`config.mk`:
```
export PLATFORM = sky130hd
export DESIGN_NAME = data_gearbox
export DESIGN_NICKNAME = d
export VERILOG_FILES = /design/src/rtl/data_gearbox.sv
export SDC_FILE = /design/constraint.sdc
export NUM_CORES = 1
export LEC_CHECK = 0
export BUFFER_PORTS_ARGS = -buffer_cell sky130_fd_sc_hd__buf_2
export CORE_MARGIN = 8
export CORE_UTILIZATION = 25
export DETAILED_ROUTE_END_ITERATION = 8
export PLACE_DENSITY = 0.48
export SKIP_LAST_GASP = 1
export SLEW_MARGIN = 25
export SYNTH_ARGS = -nofsm -noshare
export SYNTH_HDL_FRONTEND = slang
export SYNTH_SLANG_ARGS = --single-unit
```
`constraint.sdc`:
```
create_clock -name clk -period 4.2 [get_ports clk]
set_clock_uncertainty 0.2 [all_clocks]
set_input_delay 0 -clock clk [delete_from_list [all_inputs] [get_ports clk]]
set_output_delay 0 -clock clk [all_outputs]
set_load 0.02 [all_outputs]
```
`src/rtl/data_gearbox.sv`:
```
// data_gearbox: converts a stream of IN_WIDTH-bit words into OUT_WIDTH-bit words
// for any width ratio, MSB-first on both sides, with valid/ready flow control.
// Optional framing (first/last markers, zero padding of the final word) is
// compiled in when the macro GEARBOX_FRAME_EN is defined.
//
// Handshake: a word moves on a side only in a cycle where valid and ready are
// both high at the rising edge; valid never waits for ready, in_ready depends
// only on registered state, and out_data/out_first/out_last hold while
// out_valid=1 and out_ready=0.
module data_gearbox #(
    parameter  int IN_WIDTH  = 32,
    parameter  int OUT_WIDTH = 7,
    localparam int CAP       = IN_WIDTH + OUT_WIDTH,
    localparam int LVL_W     = $clog2(CAP + 1)
) (
    input  logic                 clk,
    input  logic                 rst_n,
    input  logic                 in_valid,
    output logic                 in_ready,
    input  logic [IN_WIDTH-1:0]  in_data,
    input  logic                 in_last,
    output logic                 out_valid,
    input  logic                 out_ready,
    output logic [OUT_WIDTH-1:0] out_data,
    output logic                 out_first,
    output logic                 out_last,
    output logic [LVL_W-1:0]     level
);

    localparam logic [LVL_W-1:0] IN_L  = LVL_W'(IN_WIDTH);
    localparam logic [LVL_W-1:0] OUT_L = LVL_W'(OUT_WIDTH);

    typedef enum logic [1:0] {
        S_IDLE   = 2'd0,
        S_FILL   = 2'd1,
        S_STREAM = 2'd2,
        S_TAIL   = 2'd3
    } state_t;

    state_t               state_q, state_d;
    logic [1:0]           rst_sync_q;
    logic                 rst_int_n;
    logic [CAP-1:0]       buf_q, buf_d, buf_shift;
    logic [CAP-1:0]       ins_word;
    logic [LVL_W-1:0]     level_q, lvl_rem, lvl_next;
    logic                 in_fire, out_fire;
    logic                 tail_pend, start_tail, last_word;

    // Reset synchroniser: asserts immediately, releases two edges after rst_n rises.
    always_ff @(posedge clk or negedge rst_n) begin
        if (!rst_n) rst_sync_q <= 2'b00;
        else        rst_sync_q <= {rst_sync_q[0], 1'b1};
    end
    assign rst_int_n = rst_sync_q[1];

    assign tail_pend = (state_q == S_TAIL);

    // Handshake flags derived only from registered level and state.
    always_comb begin
        in_ready  = (level_q <= OUT_L) && !tail_pend;
        out_valid = (level_q >= OUT_L) || (tail_pend && (level_q != '0));
    end

    assign in_fire  = in_valid && in_ready;
    assign out_fire = out_valid && out_ready;

    // Valid bits sit MSB-aligned in buf_q; everything below level is kept zero,
    // so the head slice is already zero-padded when the tail is short.
    assign out_data = buf_q[CAP-1 -: OUT_WIDTH];
    assign level    = level_q;

`ifdef GEARBOX_FRAME_EN
    logic first_pend_q;

    assign start_tail = in_fire && in_last;
    assign last_word  = tail_pend && (level_q <= OUT_L);
    assign out_last   = out_valid && last_word;
    assign out_first  = out_valid && first_pend_q;

    // The next emitted word opens a frame after reset or after a frame's last word.
    always_ff @(posedge clk or negedge rst_int_n) begin
        if (!rst_int_n)    first_pend_q <= 1'b1;
        else if (out_fire) first_pend_q <= last_word;
    end
`else
    logic unused_in_last;

    assign unused_in_last = in_last;
    assign start_tail     = 1'b0;
    assign last_word      = 1'b0;
    assign out_last       = 1'b0;
    assign out_first      = 1'b0;
`endif

    // Datapath: drop the emitted word, then append the new word behind what remains.
    always_comb begin
        lvl_rem   = level_q;
        buf_shift = buf_q;
        if (out_fire) begin
            lvl_rem   = (level_q >= OUT_L) ? (level_q - OUT_L) : '0;
            buf_shift = buf_q << OUT_WIDTH;
        end
        ins_word = {in_data, {OUT_WIDTH{1'b0}}};
        lvl_next = lvl_rem;
        buf_d    = buf_shift;
        if (in_fire) begin
            lvl_next = lvl_rem + IN_L;
            buf_d    = buf_shift | (ins_word >> lvl_rem);
        end
    end

    // Next-state: a pending tail holds until its last word leaves; otherwise the
    // state simply reflects the new fill level.
    always_comb begin
        state_d = state_q;
        if (tail_pend) begin
            if (out_fire && last_word) state_d = S_IDLE;
        end else if (start_tail) begin
            state_d = S_TAIL;
        end else if (lvl_next == '0) begin
            state_d = S_IDLE;
        end else if (lvl_next < OUT_L) begin
            state_d = S_FILL;
        end else begin
            state_d = S_STREAM;
        end
    end

    // State, buffer and fill-level registers.
    always_ff @(posedge clk or negedge rst_int_n) begin
        if (!rst_int_n) begin
            state_q <= S_IDLE;
            buf_q   <= '0;
            level_q <= '0;
        end else begin
            state_q <= state_d;
            buf_q   <= buf_d;
            level_q <= lvl_next;
        end
    end

endmodule
```
==> reports/qor.yml, run 1 <==
outcome: "completed"
n_antenna_cell: 0
cts.path.max_buffers: 2
powerDensity_nw_per_um2: 781
rsz0062_at_grt: "no"
grt_usage_pct: 12.9
max_stage_delay_ns: 0.58
ys_types: 50
path_class: "register to register"
fin_tns_setup_ns: 0
dpl-instance-area_um2: 4720
holdPathStages: 4
synthTopCellsByArea: "dfrtp_1 28%, mux2i_1 10%, o311ai_1 8.1%, a22oi_1 5.2%, nor2_1 5.0%"
async_flop_share_pct: 100
slew_headroom_pct: 44.7
route.detailed.drc: 0
yosys_warnings: 0
hold-path-endpoint: "buf_q[0]$_DFF_PN0_"
routabilityCongestion: 0.795
cp-end-kind: "register"
yosysMostFrequentCell: "nor2_1"
post-route-min-period_ns: 3.68
fmax_ghz: 0.272
insertion_delay_ns: 0.29
dp_cells: 794
leakage_uw: 0.00223
start_kind: "register"
path_cells: "buf_4 -> clkinv_1 -> ha_1 -> nor3b_1 -> o21ai_4 -> buf_4 -> nor3_1 -> a311oi_1 -> mux2i_1 -> a211oi_1 -> o21ai_1"
grt_pass1_wl_um: 23400
power_uw: 3850
synth-xor-area-share_pct: 0.202
crit_slowest_cell: "o21ai_4"
report.final.slew_viol_count: 0
post-route-period-util_pct: 87.5
vias_per_cell: 5.56
drive_gt1_share_pct: 15.1
cts_buffers: 5
synth_adder_area_share_pct: 0.577
syn_to_final_growth_pct: 13.8
antenna_left: 0
peakVddDrop_uv: 314
first_iter_violations: 355
dp_hpwl_um: 10300
cap_violations: 0
nets: 619
synth_top_family_by_area: "compound AO/OA/AOI/OAI gates"
rows: 48
netlist.area_leader.share_pct: 28.3
gr-total-overflow: 0
cts_tree: "built"
synth_compound_area_share_pct: 28.7
synth_top_area_cell: "dfrtp_1"
r2r_end: "buf_q[11]$_DFF_PN0_"
wl_um: 14300
syn_area_um2: 4340
grt_max_degree: 50
worstHoldStart: "in_data[0]"
avgSynthCellArea_um2: 7.68
synthMuxAreaShare_pct: 10.4
wl_per_cell_um: 17.8
reg2reg_depth: 11
grt_pass1_vias: 4341
setup_violations: 0
clk_pin_slew_worst_paths_ns: 0.07
firstDrtPassIters: 5
synth_cells: 565
cts_max_level: 2
crit_arrival_ns: 3.63
reg2reg_slack_ns: 0.52
place_ws_ns: 0.540
numClockSinks: 49
min_path_type: "input pin to register"
synth-edff-count: 0
synth-simple-area-share_pct: 21.9
ios: 54
synth-main-ff-cell: "dfrtp_1"
r2r-start: "level[0]$_DFF_PN0_"
final_cells: 806
worstPathMaxFanout: 38
post_cts_buffers: 0
initial_utilization_pct: 25.3
numPortBuffers: 50
cp.required_ns: 4.15
vias: 4483
ys_seq_area_share_pct: 28.3
worstMarginPinSlew_ns: 0.829
crit_top_cell: "buf_4"
clock-root-buffer: "clkbuf_16"
setup_slack_ns: 0.524
antenna_found_initial: 0
ys_seq_elements: 49
design_area_um2: 4940
dieArea_um2: 21800
die_h_um: 148
finalHoldViolCount: 0
die_x_um: 148
synth_top_cells_by_count: "58 x nor2_1, 50 x nand2_1, 49 x dfrtp_1"
core_area_um2: 17100
[power breakdown]
part | internal (uW) | leakage [uW] | total (uW) | switching, uW
clock | 298 | 0.0000841 | 476 | 178
combinational | 902 | 0.00150 | 2710 | 1810
sequential | 574 | 0.000638 | 668 | 93.7
total | 1770 | 0.00223 | 3850 | 2080
[cell type report]
type	count	area (um2)
repair buffers	68	395
clock inverters	1	30.0
flip-flops and latches	49	1230
inverters	38	143
clock buffers	7	143
multi-input cells	418	2720
well taps	225	282
fillers	1874	12200
[layer usage]
metal	up-vias	track usage, %	share of wire [%]
met3	8	2.17	4.9
met2	156	20.0	45
met4	0	2.50	0.80
li1	2133	-	-
met1	2186	18.5	49
met5	-	0	0
[how the worst max path moves through the flow]
stage	start	endpoint	slack, ns	depth (start not counted)
2_1_floorplan	level[0]$_DFF_PN0_	buf_q[4]$_DFF_PN0_	1.05	12
3_3_place_gp	level[0]$_DFF_PN0_	buf_q[8]$_DFF_PN0_	0.60	11
3_5_place_dp	level[0]$_DFF_PN0_	buf_q[11]$_DFF_PN0_	0.54	11
4_1_cts	level[0]$_DFF_PN0_	buf_q[17]$_DFF_PN0_	0.51	11
5_1_grt	level[0]$_DFF_PN0_	buf_q[11]$_DFF_PN0_	0.17	11
6_report	level[0]$_DFF_PN0_	buf_q[11]$_DFF_PN0_	0.52	11
[cells by family (layout without fill, tap and decap cells)]
logic type / Yosys count / in the layout
other: 2 / 3
multiplexers: 45 / 45
flip-flops: 49 / 49
XOR/XNOR: 1 / 1
AND/OR/NAND/NOR: 209 / 209
AO/OA/AOI/OAI: 158 / 158
buffers and inverters: 99 / 114
adder cells (fa/ha/maj): 2 / 2
[per-stage QoR]
stage | utilization, % | hold slack [ns]
floorplan | - | -0.496
global placement | 27.6 | -0.414
detailed placement | 27.6 | -0.413
CTS | 28.8 | 0.0483
global route | 28.9 | 0.0892
finish | 28.9 | 0.0520
[cells in the final DEF, fill, tap and decap left out, types with 7 or more instances in the layout]
| cell | instances |
|---|---|
| dfrtp_1 | 48 |
| nand3_1 | 37 |
| o21ai_1 | 14 |
| o311ai_1 | 40 |
| and3_1 | 7 |
| a311oi_1 | 22 |
| buf_4 | 14 |
| buf_2 | 50 |
| a21oi_1 | 7 |
| mux2i_1 | 44 |
| o22ai_1 | 11 |
| nor2_1 | 57 |
| nor3_1 | 37 |
| a22oi_1 | 30 |
| nand2_1 | 50 |
| inv_1 | 34 |
[critical path, delay by kind of cell, from the launching register on]
kind,cells,cell delay (ns)
flops,1,0.37
simple gates,2,0.23
mux,1,0.20
buf+inv,3,0.84
compound gates,4,1.45
fa+ha+maj,1,0.22
[registers in the layout, summed over array words and instances (netlist names)]
name	cells
rst_sync_q	2
state_q	2
level	6
buf_q	39
[what timing repair did]
action / in CTS / in global routing
hold buffers: 4 / 0
resized for setup: 0 / 0
hold endpoints to repair: 7 / 0
Power figures use the tool's default switching activity.
==> run 2, diff against run 1 <==
--- a/config.mk
+++ b/config.mk
@@ -5,11 +5,11 @@
 export SDC_FILE = /design/constraint.sdc
 export NUM_CORES = 1
 export LEC_CHECK = 0
-export BUFFER_PORTS_ARGS = -buffer_cell sky130_fd_sc_hd__buf_2
 export CORE_MARGIN = 8
 export CORE_UTILIZATION = 25
 export DETAILED_ROUTE_END_ITERATION = 8
-export PLACE_DENSITY = 0.48
+export DONT_BUFFER_PORTS = 1
+export PLACE_DENSITY = 0.45
 export SKIP_LAST_GASP = 1
 export SLEW_MARGIN = 25
 export SYNTH_ARGS = -nofsm -noshare
==> run 2 against run 1 <==
Compared with the run above: critical path depth rose by 1; register-to-register slack got worse by 0.29 ns; combinational power barely moved; via count fell by 2.6%; final cell count fell by 5.0%; sequential power rose by 11%; sequential share of layout area rose by 0.89 points; maximum frequency fell by 7.3%; critical path type unchanged.
==> reports/qor.yml, run 2 (same netlist as run 1, synthesis figures left out) <==
outcome: "completed"  # unchanged
holdWs_ns: 0.0126  # was 0.0520 ns
clock-root-buffer: "clkbuf_16"  # unchanged
vias: 4365  # was 4,483
ios: 54  # unchanged
rows: 48  # unchanged
peakVddDrop_uv: 348  # was 314 uV
syn_to_final_growth_pct: 9.69  # was 13.8%
cp.required_ns: 4.17  # was 4.15 ns
max_stage_delay_ns: 0.58  # about the same
cts.path.max_buffers: 2  # unchanged
crit_arrival_ns: 3.93  # was 3.63 ns
core_area_um2: 17100  # unchanged
layout_common_cells: "57 x nor2_1, 50 x nand2_1, 48 x dfrtp_1, 44 x mux2i_1, 40 x o311ai_1"  # was 57 x nor2_1, 50 x nand2_1, 50 x buf_2, 48 x dfrtp_1, 44 x mux2i_1
fmax_ghz: 0.252  # was 0.272 GHz
post-route-min-period_ns: 3.96  # was 3.68 ns
vias_per_cell: 5.70  # was 5.56
cts-resized-gates: 0  # unchanged
post-route-period-util_pct: 94.4  # was 87.5%
start_kind: "register"  # unchanged
layout_commonest_cell: "nor2_1"  # unchanged
cap_violations: 0  # unchanged
cts_tree: "built"  # unchanged
grt_pass1_wl_um: 23300  # was 23,400 um
wl_per_cell_um: 20.0  # was 17.8 um
finalHoldViolCount: 0  # unchanged
dieArea_um2: 21800  # unchanged
routabilityCongestion: 0.785  # was 0.795
nets: 579  # was 619
fin_tns_setup_ns: 0  # unchanged
rsz0062_at_grt: "no"  # unchanged
cts_max_level: 2  # unchanged
numClockSinks: 49  # unchanged
numPortBuffers: 0  # was 50
dp_hpwl_um: 10300  # about the same
n_antenna_cell: 0  # unchanged
grt_usage_pct: 13.2  # was 12.9%
powerDensity_nw_per_um2: 805  # was 781 nW/um2
largest_reg_flops: 39  # unchanged
grt_max_degree: 65  # was 50
cts_buffers: 5  # unchanged
initial_utilization_pct: 25.3  # unchanged
insertion_delay_ns: 0.29  # about the same
antenna_found_initial: 0  # unchanged
clk_pin_slew_worst_paths_ns: 0.07  # about the same
wl_um: 15300  # was 14,300 um
leakage_uw: 0.00205  # was 0.00223 uW
crit_slowest_cell: "dlygate4sd3_1"  # was o21ai_4
report.final.slew_viol_count: 0  # unchanged
grt_pass1_vias: 4032  # was 4,341
first_iter_violations: 384  # was 355
die_h_um: 148  # unchanged
top_register: "buf_q"  # unchanged
path_class: "register to register"  # unchanged
firstDrtPassIters: 5  # unchanged
slew_headroom_pct: 43.6  # was 44.7%
drive_gt1_share_pct: 7.02  # was 15.1%
path_cells: "buf_4 -> clkinv_1 -> ha_1 -> nor3b_1 -> o21ai_4 -> buf_12 -> nor3_1 -> a311oi_1 -> mux2i_1 -> a211oi_1 -> dlygate4sd3_1 -> o21ai_1"  # was buf_4 -> clkinv_1 -> ha_1 -> nor3b_1 -> o21ai_4 -> buf_4 -> nor3_1 -> a311oi_1 -> mux2i_1 -> a211oi_1 -> o21ai_1
worstMarginPinSlew_ns: 0.846  # was 0.829 ns
route.detailed.drc: 0  # unchanged
min_path_type: "input pin to register"  # unchanged
antenna_left: 0  # unchanged
cp-end-kind: "register"  # unchanged
gr-total-overflow: 0  # unchanged
die_x_um: 148  # unchanged
setup_violations: 0  # unchanged
worstPathMaxFanout: 64  # was 38
## run 2: cell count changes in the layout (fill, tap and decap cells not counted)
cell / change
buf_2: -50
dfrtp_4: -1
bufinv_16: -1
clkinv_2: +2
dlygate4sd3_1: +8
a2111o_1: +1
nand3_2: -1
buf_12: +1
clkbuf_8: -1
dfrtp_2: +1
nand3_1: +1
## run 2: worst max-delay path, delay by kind of cell, from the launching register on
kind	cells	cell delay [ns]
AO/OA/AOI/OAI	4	1.02
buffers and inverters	4	1.49
adder cells (fa/ha/maj)	1	0.22
multiplexers	1	0.19
AND/OR/NAND/NOR	2	0.25
flip-flops	1	0.41
## run 2: report_power, final
group | switching (uW) | total (uW) | internal (uW)
registers | 170 | 742 | 572
clock network | 182 | 401 | 219
logic | 1790 | 2690 | 905
## run 2: routing by layer
layer | vias up | share of wire (%) | routed length (um) | GRT usage [%]
met4 | 0 | 1.7 | 257 | 4.03
met2 | 180 | 44 | 6770 | 18.9
met5 | - | 0 | 0 | 0
li1 | 2064 | - | - | -
met1 | 2104 | 45 | 6950 | 18.9
met3 | 17 | 8.8 | 1340 | 3.33
## run 2: timing repair
action | CTS | global route
setup buffers | 0 | 0
endpoints found under the setup margin | 0 | 1
hold buffers | 12 | 0
endpoints found under the hold margin | 25 | 0
## run 2: per-stage QoR
stage                     worst slack (ns)  std cells  area (um2)  total power (uW)  util [%]
after global placement               0.723        745        4490              3280      26.2
after floorplan                       1.05        566        4340              2670         -
final                                0.236        766        4760              3830      27.8
after global routing               0.00961        766        4760              4120      27.8
after detailed placement             0.679        745        4490              3340      26.2
after CTS                            0.198        765        4750              3790      27.7
## run 2: area by class of cell
cell class | instances | area [um2]
Sequential cell | 49 | 1230
Inverter | 38 | 143
Tap cell | 225 | 282
Timing Repair Buffer | 27 | 245
Clock buffer | 6 | 129
Clock inverter | 2 | 10.0
Multi-Input combinational cell | 419 | 2720
Fill cell | 1872 | 12400
## run 2: path summary, 6_finish.rpt
check | slack (ns) | depth (start not counted) | endpoint | startpoint
min | 0.01 | 5 | state_q[0]$_DFFE_PN0N_ | out_ready
max reg2reg | 0.24 | 12 | buf_q[11]$_DFF_PN0_ | level[0]$_DFF_PN0_
max | 0.24 | 12 | buf_q[11]$_DFF_PN0_ | level[0]$_DFF_PN0_
min in group asynchronous | 0.15 | 1 | state_q[1]$_DFFE_PN0N_ | rst_sync_q[1]$_DFF_PN0_
max in group asynchronous | 3.21 | 1 | buf_q[32]$_DFF_PN0_ | rst_sync_q[1]$_DFF_PN0_
min reg2reg | 0.15 | 1 | state_q[1]$_DFFE_PN0N_ | rst_sync_q[1]$_DFF_PN0_
==> run 3, diff against run 2 <==
--- a/config.mk
+++ b/config.mk
@@ -5,11 +5,12 @@
 export SDC_FILE = /design/constraint.sdc
 export NUM_CORES = 1
 export LEC_CHECK = 0
+export ABC_CLOCK_PERIOD_IN_PS = 4200
 export CORE_MARGIN = 8
 export CORE_UTILIZATION = 25
 export DETAILED_ROUTE_END_ITERATION = 8
 export DONT_BUFFER_PORTS = 1
-export PLACE_DENSITY = 0.45
+export PLACE_DENSITY = 0.4
 export SKIP_LAST_GASP = 1
 export SLEW_MARGIN = 25
 export SYNTH_ARGS = -nofsm -noshare
==> run 3 against run 2 <==
Compared with the run above: the run now ends with negative hold slack left; core utilization about the same; largest power group unchanged; register-to-register slack improved by 0.33 ns; die area unchanged; critical path type unchanged; setup slack improved by 0.33 ns; sequential share of layout area about the same; first-iteration DRC count decreased by 18%; critical path depth decreased by 2.
==> reports/qor.yml, run 3 (same netlist as run 1, synthesis figures left out) <==
outcome: "complete, but fails checks"  # was completed
violations: "negative hold slack"
top_register: "buf_q"  # unchanged
layout_common_cells: "57 x nor2_1, 50 x nand2_1, 48 x dfrtp_1, 44 x mux2i_1, 40 x o311ai_1"  # unchanged
cts.path.max_buffers: 2  # unchanged
fin_tns_setup_ns: 0  # unchanged
rsz0062_at_grt: "no"  # unchanged
numPortBuffers: 0  # unchanged
r2r-start: "level[0]$_DFF_PN0_"  # unchanged
n_antenna_cell: 0  # unchanged
post-route-min-period_ns: 3.63  # was 3.96 ns
reg2reg_slack_ns: 0.57  # was 0.24 ns
path_class: "register to register"  # unchanged
cp-end-kind: "register"  # unchanged
grt_pass1_vias: 4041  # was 4,032
first_iter_violations: 313  # was 384
post_cts_buffers: 0  # unchanged
wl_per_cell_um: 19.7  # was 20.0 um
place_ws_ns: 0.637  # was 0.679 ns
antenna_left: 0  # unchanged
die_h_um: 148  # unchanged
start_kind: "register"  # unchanged
reg2reg_depth: 10  # was 12
hold-path-endpoint: "buf_q[3]$_DFF_PN0_"  # was state_q[0]$_DFFE_PN0N_
drive_gt1_share_pct: 7.76  # was 7.02%
rows: 48  # unchanged
cts_tree: "built"  # unchanged
min_path_type: "input pin to register"  # unchanged
cap_violations: 0  # unchanged
finalHoldViolCount: 2  # was 0
syn_to_final_growth_pct: 9.72  # was 9.69%
setup_slack_ns: 0.570  # was 0.236 ns
report.final.slew_viol_count: 0  # unchanged
wl_um: 15100  # was 15,300 um
clock-root-buffer: "clkbuf_16"  # unchanged
holdWs_ns: -0.00819  # was 0.0126 ns
r2r_end: "buf_q[15]$_DFF_PN0_"  # was buf_q[11]$_DFF_PN0_
largest_reg_flops: 39  # unchanged
cts_buffers: 5  # unchanged
gr-total-overflow: 0  # unchanged
layout_commonest_cell: "nor2_1"  # unchanged
insertion_delay_ns: 0.29  # about the same
core_area_um2: 17100  # unchanged
initial_utilization_pct: 25.3  # unchanged
route.detailed.drc: 0  # unchanged
grt_pass1_wl_um: 23800  # was 23,300 um
fmax_ghz: 0.275  # was 0.252 GHz
powerDensity_nw_per_um2: 803  # was 805 nW/um2
setup_violations: 0  # unchanged
routabilityCongestion: 0.799  # was 0.785
dp_hpwl_um: 10800  # was 10,300 um
cts_max_level: 2  # unchanged
worstHoldStart: "in_valid"  # was out_ready
crit_arrival_ns: 3.60  # was 3.93 ns
clk_pin_slew_worst_paths_ns: 0.07  # about the same
holdPathStages: 3  # was 5
grt_usage_pct: 13.5  # was 13.2%
post-route-period-util_pct: 86.4  # was 94.4%
peakVddDrop_uv: 242  # was 348 uV
vias: 4351  # was 4,365
slew_headroom_pct: 45.6  # was 43.6%
dieArea_um2: 21800  # unchanged
nFillCells: 1869  # was 1,872
firstDrtPassIters: 5  # unchanged
grt_max_degree: 48  # was 65
worstMarginPinSlew_ns: 0.815  # was 0.846 ns
nets: 579  # unchanged
antenna_found_initial: 0  # unchanged
ios: 54  # unchanged
cp.required_ns: 4.17  # about the same
worstPathMaxFanout: 24  # was 64
numClockSinks: 49  # unchanged
vias_per_cell: 5.68  # was 5.70
leakage_uw: 0.00206  # was 0.00205 uW
die_x_um: 148  # unchanged
## run 3: how the worst max path moves through the flow
stage	startpoint	to	slack, ns	depth (start not counted)
2_1_floorplan	level[0]$_DFF_PN0_	buf_q[4]$_DFF_PN0_	1.05	12
3_3_place_gp	level[0]$_DFF_PN0_	buf_q[7]$_DFF_PN0_	0.62	9
3_5_place_dp	level[0]$_DFF_PN0_	buf_q[11]$_DFF_PN0_	0.64	8
4_1_cts	level[0]$_DFF_PN0_	buf_q[11]$_DFF_PN0_	0.62	8
5_1_grt	level[0]$_DFF_PN0_	buf_q[11]$_DFF_PN0_	0.40	8
6_report	level[0]$_DFF_PN0_	buf_q[15]$_DFF_PN0_	0.57	10
## run 3: cell type report
type	instances	area (um2)	area share, %
clock buffer	7	153	3.21
sequential	49	1230	25.8
multi-input combinational	418	2720	57.0
timing repair buffer	28	233	4.89
inverter	38	143	3.00
clock inverter	1	5.00	0.105
tap	225	282	5.91
## run 3: through the flow
step / utilization (%) / power (uW) / instance area [um2] / instances
finish: 27.8 / 3820 / 4760 / 766
detailed placement: 26.4 / 3380 / 4510 / 749
CTS: 27.8 / 3830 / 4760 / 766
global route: 27.8 / 4120 / 4760 / 766
global placement: 26.3 / 3360 / 4500 / 749
floorplan: - / 2670 / 4340 / 566
## run 3: layer usage
| metal | global-route usage [%] | part of all wire (%) |
|---|---|---|
| met5 | 0 | 0 |
| met4 | 3.11 | 1.0 |
| met3 | 3.76 | 8.5 |
| met2 | 19.8 | 44 |
| met1 | 19.0 | 47 |
## run 3: worst max-delay path, stage by stage (launching register included)
cell and delay (ns):
dfrtp_1 0.62, clkinv_1 0.17, ha_1 0.22, nor3b_1 0.17, o21ai_4 0.57, buf_4 0.28, nor3_1 0.05, a311oi_1 0.64
mux2i_1 0.16, mux2i_1 0.29, o22ai_1 0.12
## run 3: repair_timing
item / 4_1_cts / 5_1_grt
hold buffers: 9 / 0
resized for setup: 0 / 0
endpoints found under the hold margin: 22 / 0
endpoints found under the setup margin: 0 / 0
## run 3: report_power, final
group / leakage (uW) / internal, uW / total [uW] / switching [uW]
sequential: 0.000638 / 572 / 749 / 177
clock: 0.0000799 / 253 / 436 / 184
combinational: 0.00134 / 887 / 2640 / 1750
